<file path="src/rtl/nd_2to1_if.sv">
// Link bundle for the nd_2to1 merge stage: two toggle-handshake inputs and one output.
// slave = the merge block's view, master = the surrounding producers/consumer.
`ifndef DATA_SIZE
`define DATA_SIZE 32
`endif

interface nd_2to1_if #(
  parameter int DSZ = `DATA_SIZE
);
  logic           i_rcv0_req;
  logic [DSZ-1:0] i_rcv0_dat;
  logic           o_rcv0_ack;
  logic           i_rcv1_req;
  logic [DSZ-1:0] i_rcv1_dat;
  logic           o_rcv1_ack;
  logic           o_snd0_req;
  logic [DSZ-1:0] o_snd0_dat;
  logic           o_snd0_src;
  logic           i_snd0_ack;

  modport slave (
    input  i_rcv0_req, i_rcv0_dat, i_rcv1_req, i_rcv1_dat, i_snd0_ack,
    output o_rcv0_ack, o_rcv1_ack, o_snd0_req, o_snd0_dat, o_snd0_src
  );

  modport master (
    output i_rcv0_req, i_rcv0_dat, i_rcv1_req, i_rcv1_dat, i_snd0_ack,
    input  o_rcv0_ack, o_rcv1_ack, o_snd0_req, o_snd0_dat, o_snd0_src
  );
endinterface

</file>
<file path="src/rtl/nd_2to1.sv">
// Round-robin 2-to-1 merge of two-phase toggle links with one message of storage.
// Define ND_2TO1_SYNC_EN to pass incoming req/ack through 2-flop synchronizers.
`ifndef ADDRESS_SIZE
`define ADDRESS_SIZE 32
`endif
`ifndef DATA_SIZE
`define DATA_SIZE 32
`endif

module nd_2to1 #(
  parameter int ASZ = `ADDRESS_SIZE,
  parameter int DSZ = `DATA_SIZE
) (
  input  logic     i_clk,
  input  logic     i_reset,
  nd_2to1_if.slave link
);

  // ASZ only exists for link compatibility; reject nonsensical widths at elaboration.
  if (ASZ < 1 || DSZ < 1) begin : g_param_chk
    $error("nd_2to1: ASZ and DSZ must be positive");
  end

  typedef enum logic {
    ST_IDLE,
    ST_WAIT
  } state_t;

  logic req0_s, req1_s, ack_s;

`ifdef ND_2TO1_SYNC_EN
  logic [1:0] r_req0_sync, r_req1_sync, r_ack_sync;

  always_ff @(posedge i_clk) begin
    if (i_reset) begin
      r_req0_sync <= '0;
      r_req1_sync <= '0;
      r_ack_sync  <= '0;
    end else begin
      r_req0_sync <= {r_req0_sync[0], link.i_rcv0_req};
      r_req1_sync <= {r_req1_sync[0], link.i_rcv1_req};
      r_ack_sync  <= {r_ack_sync[0],  link.i_snd0_ack};
    end
  end

  assign req0_s = r_req0_sync[1];
  assign req1_s = r_req1_sync[1];
  assign ack_s  = r_ack_sync[1];
`else
  assign req0_s = link.i_rcv0_req;
  assign req1_s = link.i_rcv1_req;
  assign ack_s  = link.i_snd0_ack;
`endif

  state_t         r_state, nxt_state;
  logic           r_last, nxt_last;
  logic           r_snd_req, nxt_snd_req;
  logic [DSZ-1:0] r_snd_dat, nxt_snd_dat;
  logic           r_snd_src, nxt_snd_src;
  logic           r_ack0, nxt_ack0;
  logic           r_ack1, nxt_ack1;

  logic pend0, pend1, win;

  assign pend0 = req0_s ^ r_ack0;
  assign pend1 = req1_s ^ r_ack1;
  // Input 1 wins when it is alone, or on a tie when input 0 was served last.
  assign win   = (pend0 && pend1) ? ~r_last : pend1;

  always_ff @(posedge i_clk) begin
    if (i_reset) begin
      r_state   <= ST_IDLE;
      r_last    <= 1'b1;
      r_snd_req <= 1'b0;
      r_snd_dat <= '0;
      r_snd_src <= 1'b0;
      r_ack0    <= 1'b0;
      r_ack1    <= 1'b0;
    end else begin
      r_state   <= nxt_state;
      r_last    <= nxt_last;
      r_snd_req <= nxt_snd_req;
      r_snd_dat <= nxt_snd_dat;
      r_snd_src <= nxt_snd_src;
      r_ack0    <= nxt_ack0;
      r_ack1    <= nxt_ack1;
    end
  end

  always_comb begin
    nxt_state   = r_state;
    nxt_last    = r_last;
    nxt_snd_req = r_snd_req;
    nxt_snd_dat = r_snd_dat;
    nxt_snd_src = r_snd_src;
    nxt_ack0    = r_ack0;
    nxt_ack1    = r_ack1;
    unique case (r_state)
      ST_IDLE: begin
        if (pend0 || pend1) begin
          nxt_snd_dat = win ? link.i_rcv1_dat : link.i_rcv0_dat;
          nxt_snd_src = win;
          nxt_snd_req = ~r_snd_req;
          if (win) nxt_ack1 = ~r_ack1;
          else     nxt_ack0 = ~r_ack0;
          nxt_last    = win;
          nxt_state   = ST_WAIT;
        end
      end
      ST_WAIT: begin
        if (ack_s == r_snd_req) nxt_state = ST_IDLE;
      end
      default: nxt_state = ST_IDLE;
    endcase
  end

  assign link.o_rcv0_ack = r_ack0;
  assign link.o_rcv1_ack = r_ack1;
  assign link.o_snd0_req = r_snd_req;
  assign link.o_snd0_dat = r_snd_dat;
  assign link.o_snd0_src = r_snd_src;

endmodule

</file>
<file path="src/flat_wrapper.sv">
// flat-port wrapper written by rule: the top's interface ports become plain ports
module nd_2to1_flat 
#(
  parameter int ASZ = `ADDRESS_SIZE,
  parameter int DSZ = `DATA_SIZE
)
  (i_clk, i_reset, link_i_rcv0_req, link_i_rcv0_dat, link_i_rcv1_req, link_i_rcv1_dat, link_i_snd0_ack, link_o_rcv0_ack, link_o_rcv1_ack, link_o_snd0_req, link_o_snd0_dat, link_o_snd0_src);
  nd_2to1_if #(.DSZ(DSZ)) link_i ();
  input  logic i_clk;
  input  logic i_reset;
  input wire logic [$bits(link_i.i_rcv0_req)-1:0] link_i_rcv0_req;
  input wire logic [$bits(link_i.i_rcv0_dat)-1:0] link_i_rcv0_dat;
  input wire logic [$bits(link_i.i_rcv1_req)-1:0] link_i_rcv1_req;
  input wire logic [$bits(link_i.i_rcv1_dat)-1:0] link_i_rcv1_dat;
  input wire logic [$bits(link_i.i_snd0_ack)-1:0] link_i_snd0_ack;
  output wire logic [$bits(link_i.o_rcv0_ack)-1:0] link_o_rcv0_ack;
  output wire logic [$bits(link_i.o_rcv1_ack)-1:0] link_o_rcv1_ack;
  output wire logic [$bits(link_i.o_snd0_req)-1:0] link_o_snd0_req;
  output wire logic [$bits(link_i.o_snd0_dat)-1:0] link_o_snd0_dat;
  output wire logic [$bits(link_i.o_snd0_src)-1:0] link_o_snd0_src;
  assign link_i.i_rcv0_req = link_i_rcv0_req;
  assign link_i.i_rcv0_dat = link_i_rcv0_dat;
  assign link_i.i_rcv1_req = link_i_rcv1_req;
  assign link_i.i_rcv1_dat = link_i_rcv1_dat;
  assign link_i.i_snd0_ack = link_i_snd0_ack;
  assign link_o_rcv0_ack = link_i.o_rcv0_ack;
  assign link_o_rcv1_ack = link_i.o_rcv1_ack;
  assign link_o_snd0_req = link_i.o_snd0_req;
  assign link_o_snd0_dat = link_i.o_snd0_dat;
  assign link_o_snd0_src = link_i.o_snd0_src;
  nd_2to1 #(.ASZ(ASZ), .DSZ(DSZ)) u_core (.i_clk(i_clk), .i_reset(i_reset), .link(link_i));
endmodule
</file>
<file path="config.mk">
export PLATFORM = sky130hd
export DESIGN_NAME = nd_2to1_flat
export DESIGN_NICKNAME = d
export VERILOG_FILES = /design/src/rtl/nd_2to1_if.sv /design/src/rtl/nd_2to1.sv /design/src/flat_wrapper.sv
export SDC_FILE = /design/constraint.sdc
export NUM_CORES = 1
export LEC_CHECK = 0
export ABC_AREA = 0
export CORE_ASPECT_RATIO = 1.25
export CORE_UTILIZATION = 37
export DETAILED_ROUTE_END_ITERATION = 7
export PLACE_DENSITY = 0.79
export SYNTH_ARGS = -nofsm -noshare
export SYNTH_HDL_FRONTEND = slang
export SYNTH_SLANG_ARGS = --single-unit
</file>
<file path="constraint.sdc">
create_clock -name i_clk -period 1.86 [get_ports i_clk]
set_clock_uncertainty 0.1 [all_clocks]
set_input_delay 0.372 -clock i_clk [delete_from_list [all_inputs] [get_ports i_clk]]
set_output_delay 0.372 -clock i_clk [all_outputs]
set_load 0.02 [all_outputs]
</file>
# Word level (Yosys, flattened, before mapping)
# Index checks and enable logic that the tools add are counted.
dict set report word_totals {
  reg_bits 38
  inputBits 69
  word_cells 26
}
dict set report classes {
  eq_ne 1
  muxes 5
  n_bitwise 8
  n_reduce_logical 5
}
# operator n
set ops {}
lappend ops {{two-way mux 32 bit} 1}
lappend ops {{inverter 1 bit} 6}
lappend ops {{AND reduction 3 bit} 2}
lappend ops {{two-way mux 1 bit} 3}
lappend ops {{case mux 1 bit (2 select lines)} 1}
lappend ops {{AND reduction 2 bit} 1}
lappend ops {{bitwise XOR 1 bit} 2}
lappend ops {{equality test 1 bit} 1}
lappend ops {{logical AND 1 bit} 1}
lappend ops {{logical OR 1 bit} 1}

# Longest topological paths before layout
dict set report logic_depth {
  depth_word 5
  depth_mapped 6
}

# Least setup slack after synthesis
# No wires, ideal clock.
dict set report synth_timing {
  kind {flip-flop to flip-flop}
  start {reg u_core.r_ack1 (netlist: u_core.link.o_rcv1_ack)}
  end {reg u_core.r_snd_dat[12] (netlist: u_core.link.o_snd0_dat[12])}
  setup_ps 122
  arrival_time_ps 1483
  required_ps 1638
  slack_ps 156
  path_stages_with_launch 6
  synth_period_minus_slack_ps 1704
  path_cell_list {dfxtp_1 -> xnor2_2 -> o211a_1 -> buf_6 -> and2_1 -> a221o_1}
}
dict set report synth_via {
  elab_chain_cells 4
  word_cells_on_any_way 6
}
# element line
set synth_lines {}
lappend synth_lines {{from (decl)} nd_2to1.sv:61} ;# logic r_ack1, nxt_ack1;
lappend synth_lines {{from (signal assigned)} nd_2to1.sv:86} ;# r_ack1 <= nxt_ack1;
lappend synth_lines {{bitwise XOR 1 bit (*)} nd_2to1.sv:66} ;# assign pend1 = req1_s ^ r_ack1;
lappend synth_lines {{logical AND 1 bit} nd_2to1.sv:68} ;# assign win = (pend0 && pend1) ? ~r_last : pend1;
lappend synth_lines {{two-way mux 1 bit} nd_2to1.sv:68}
lappend synth_lines {{two-way mux 32 bit} nd_2to1.sv:101} ;# nxt_snd_dat = win ? link.i_rcv1_dat : link.i_rcv0_dat;
lappend synth_lines {{to (signal assigned)} nd_2to1.sv:83} ;# r_snd_dat <= nxt_snd_dat;
lappend synth_lines {{to (decl)} nd_2to1.sv:58} ;# logic [DSZ-1:0] r_snd_dat, nxt_snd_dat;
# Mark *: on every way between the ends. The rest lies on a longest branch, timed or not.
# A chain may end at the register's enable or synchronous reset.

# Worst setup path after layout
dict set report layout_timing {
  start {reg u_core.r_snd_req (netlist: u_core.link.o_snd0_req)}
  end {out link_o_snd0_req}
}
# element line
set layout_rtl {}
lappend layout_rtl {{from (decl)} nd_2to1.sv:57} ;# logic r_snd_req, nxt_snd_req;
lappend layout_rtl {{from (signal assigned)} nd_2to1.sv:82} ;# r_snd_req <= nxt_snd_req;
lappend layout_rtl {{to (decl)} flat_wrapper.sv:18} ;# output wire logic [$bits(link_i.o_snd0_req)-1:0] link_o_snd0_req;
# No word-level cell between the ends.

==> out/metrics.csv <==
metric;value;unit
critPathTopFamily;buffers and inverters;
maxCapViolCount;0;
synth_common_cells;38 x dfxtp_1, 29 x nand2_1, 25 x nor2_1;
p_leak;1.176;nW
area_growth;71.55;%
port_buffers;104;
cts_tree;built;
fin_crit;1.772;ns
syn_inst;178;
hold_path_depth;1;
reg2reg_slack;0.22;ns
synth_top_area_cell;dfxtp_1;
core_region_area;0.004493;mm^2
min_to;u_core.link.o_snd0_dat[1];
reg2regPathDepth;5;
cts_htree_levels;2;
die-area;0.005036;mm^2
yosysTopAreaCellShare;43.24;%
grt_max_degree;40;
regArea;760.7;um^2
grt_use_total;19.83;%
busiest_layer;met2;
grt_pass1_vias;1724;
die_x;63.68;um
drt_pre_antenna_iters;4;
endpoint_kind;primary output;
netlist_area;0.001759;mm^2
drt_iter0_drc;61;
power_density;1503;mW/mm^2
worstReg2RegStart;u_core.link.o_rcv1_ack;
max_freq;564.5;MHz
synth.most_common_cell;dfxtp_1;
drt_wl_total;4812;um
layout-drive-gt1-share;16.03;%
crit_path_start_kind;flop;
slowest_stage;clkdlybuf4s50_1;
synth_flop_cell;dfxtp_1;
final-hold-violation-count;0;
setup_viol;0;
critPathBufInv;1;
cts_hold_buf;0;
grt_overflow;0;
gp_congestion;0.7379;
ir_drop;0.0007234;V
dpl_cell_area;0.002855;mm^2
nets;356;
dp_hpwl;3408;um
design_area;0.003018;mm^2
clk_latency;0.28;ns
synth_edf_count;0;
finalCritPeriodShare;95.25;%
async_flop_share;0;%
wire_per_inst;13.95;um
relSlewSlack;66.22;%
die_h;79.09;um
worstMarginPinSlew;0.5051;ns
met3_usage;7.902;%
worstPathCellList;clkdlybuf4s50_1;
ys_types;29;
cts.sinks;38;
worstPathRequired;1.39;ns
synth_nets;247;
vias;1724;
drv_slew;0;
min_path_type;flop to flop;
rsz0062_at_grt;false;
multi_input_area;932.1;um^2
seq_area_frac_synth;43.24;%
worstSetupPathType;flop to primary output;
holdCritStartpoint;u_core.link.o_snd0_dat[1];
vias_per_cell;4.997;
cts_root_buf;clkbuf_8;
synth_warnings;0;
instances_no_fill;345;
place_inst;337;
grt_use_met2;33.94;%
crit_arrival;1.30;ns
synth_area_leaders;dfxtp_1 43%, a311oi_2 8.5%, a221o_1 7.4%;
antenna_found_initial;0;
clk_pin_slew_worst_paths;0.07;ns
n_antenna_cell;0;
nFillCells;377;
fp-row-count;27;
start_util;39.15;%
drtAntennaViolNets;0;
ios;105;
fin_hold_ws;0.3843;ns
grt_pass1_wl;7652;um
postCtsSetupRepairBufs;0;
drc_errors;0;
ys_seq_elements;38;
reg2reg_to;u_core.link.o_snd0_dat[5];
use_met1;22.23;%
cts_buffers;5;
synth.avg_cell_area;9.883;um^2
cts_buffer_depth;2;
max_stage_delay;0.64;ns
cp_max_fo;3;
status;finished, final reports clean;
==> layout make-up <==
cell class	instances	share of cell area (%)
sequential	38	25.21
timing repair buffer	115	38.97
tap	58	2.405
multi-input combinational	127	30.89
clock buffer	7	2.529
==> where the power goes <==
group / switching, mW / internal (mW)
clock network: 0.259 / 0.258
logic: 1.33 / 1.32
registers: 0.221 / 1.14
==> sequential cells by signal, indices dropped and copies added (netlist names) <==
| name | count |
|---|---|
| u_core.r_last | 1 |
| u_core.link.o_snd0_src | 1 |
| u_core.link.o_rcv0_ack | 1 |
| u_core.link.o_snd0_dat | 32 |
| u_core.r_state | 1 |
| u_core.link.o_snd0_req | 1 |
| u_core.link.o_rcv1_ack | 1 |
==> cell usage in the layout, fill, tap and decap left out, drive strengths merged <==
cell type      Yosys  routed
a221o             13      13
a311oi            19      19
mux2i              1       1
a21o               2       2
o211a              1       1
xnor2              4       4
nor2              25      25
buf               11      10
dlygate4sd2        0       1
a211o              1       1
dfxtp             38      38
a211oi             1       1
nor3               1       1
clkdlybuf4s50      0     100
a21oi              4       4
and2              13      13
o21bai             1       1
clkbuf             2       8
nand2             39      39
xor2               2       2
dlymetal6s2s       0       3
==> worst max-delay path by stage <==
| stage | start | endpoint | cells past startpoint |
|---|---|---|---|
| 2_1_floorplan | u_core.link.o_rcv1_ack | u_core.link.o_snd0_dat[12] | 5 |
| 3_3_place_gp | link_i_rcv0_req | u_core.link.o_snd0_dat[6] | 5 |
| 3_5_place_dp | link_i_rcv0_req | u_core.link.o_snd0_dat[12] | 5 |
| 4_1_cts | link_i_rcv0_req | u_core.link.o_snd0_dat[12] | 5 |
| 5_1_grt | u_core.link.o_snd0_req | link_o_snd0_req | 1 |
| 6_report | u_core.link.o_snd0_req | link_o_snd0_req | 1 |
==> layer usage <==
layer,routed length [um],part of all wire [%]
met4,27,0.56
met5,0,0
met2,2245,47
met1,2061,43
met3,477,9.9
==> through the flow <==
| stage | TNS, ns | util, % | power [mW] | setup WS, ns |
|---|---|---|---|---|
| global route | 0 | 67.17 | 4.846 | 0.008771 |
| global placement | -12.33 | 63.55 | 3.824 | -0.4521 |
| floorplan | 0 | - | 2.919 | 0.1555 |
| finish | 0 | 67.17 | 4.536 | 0.08841 |
| detailed placement | -14.75 | 63.55 | 3.868 | -0.5613 |
| CTS | -0.07906 | 65.83 | 4.449 | -0.02049 |
==> cells by family after synthesis <==
family | count (synthesis) | synth area share [%]
buffers and inverters | 13 | 5.974
flip-flops | 38 | 43.24
AND/OR/NAND/NOR | 78 | 20.27
multiplexers | 1 | 0.5690
AO/OA/AOI/OAI | 42 | 26.10
XOR/XNOR | 6 | 3.842
==> repair_timing <==
item                       in CTS  in global routing
setup endpoints to repair      33                 32
gates resized for setup         8                  7
gates cloned                    0                  1
No activity file was read; power rests on OpenSTA's default activity.
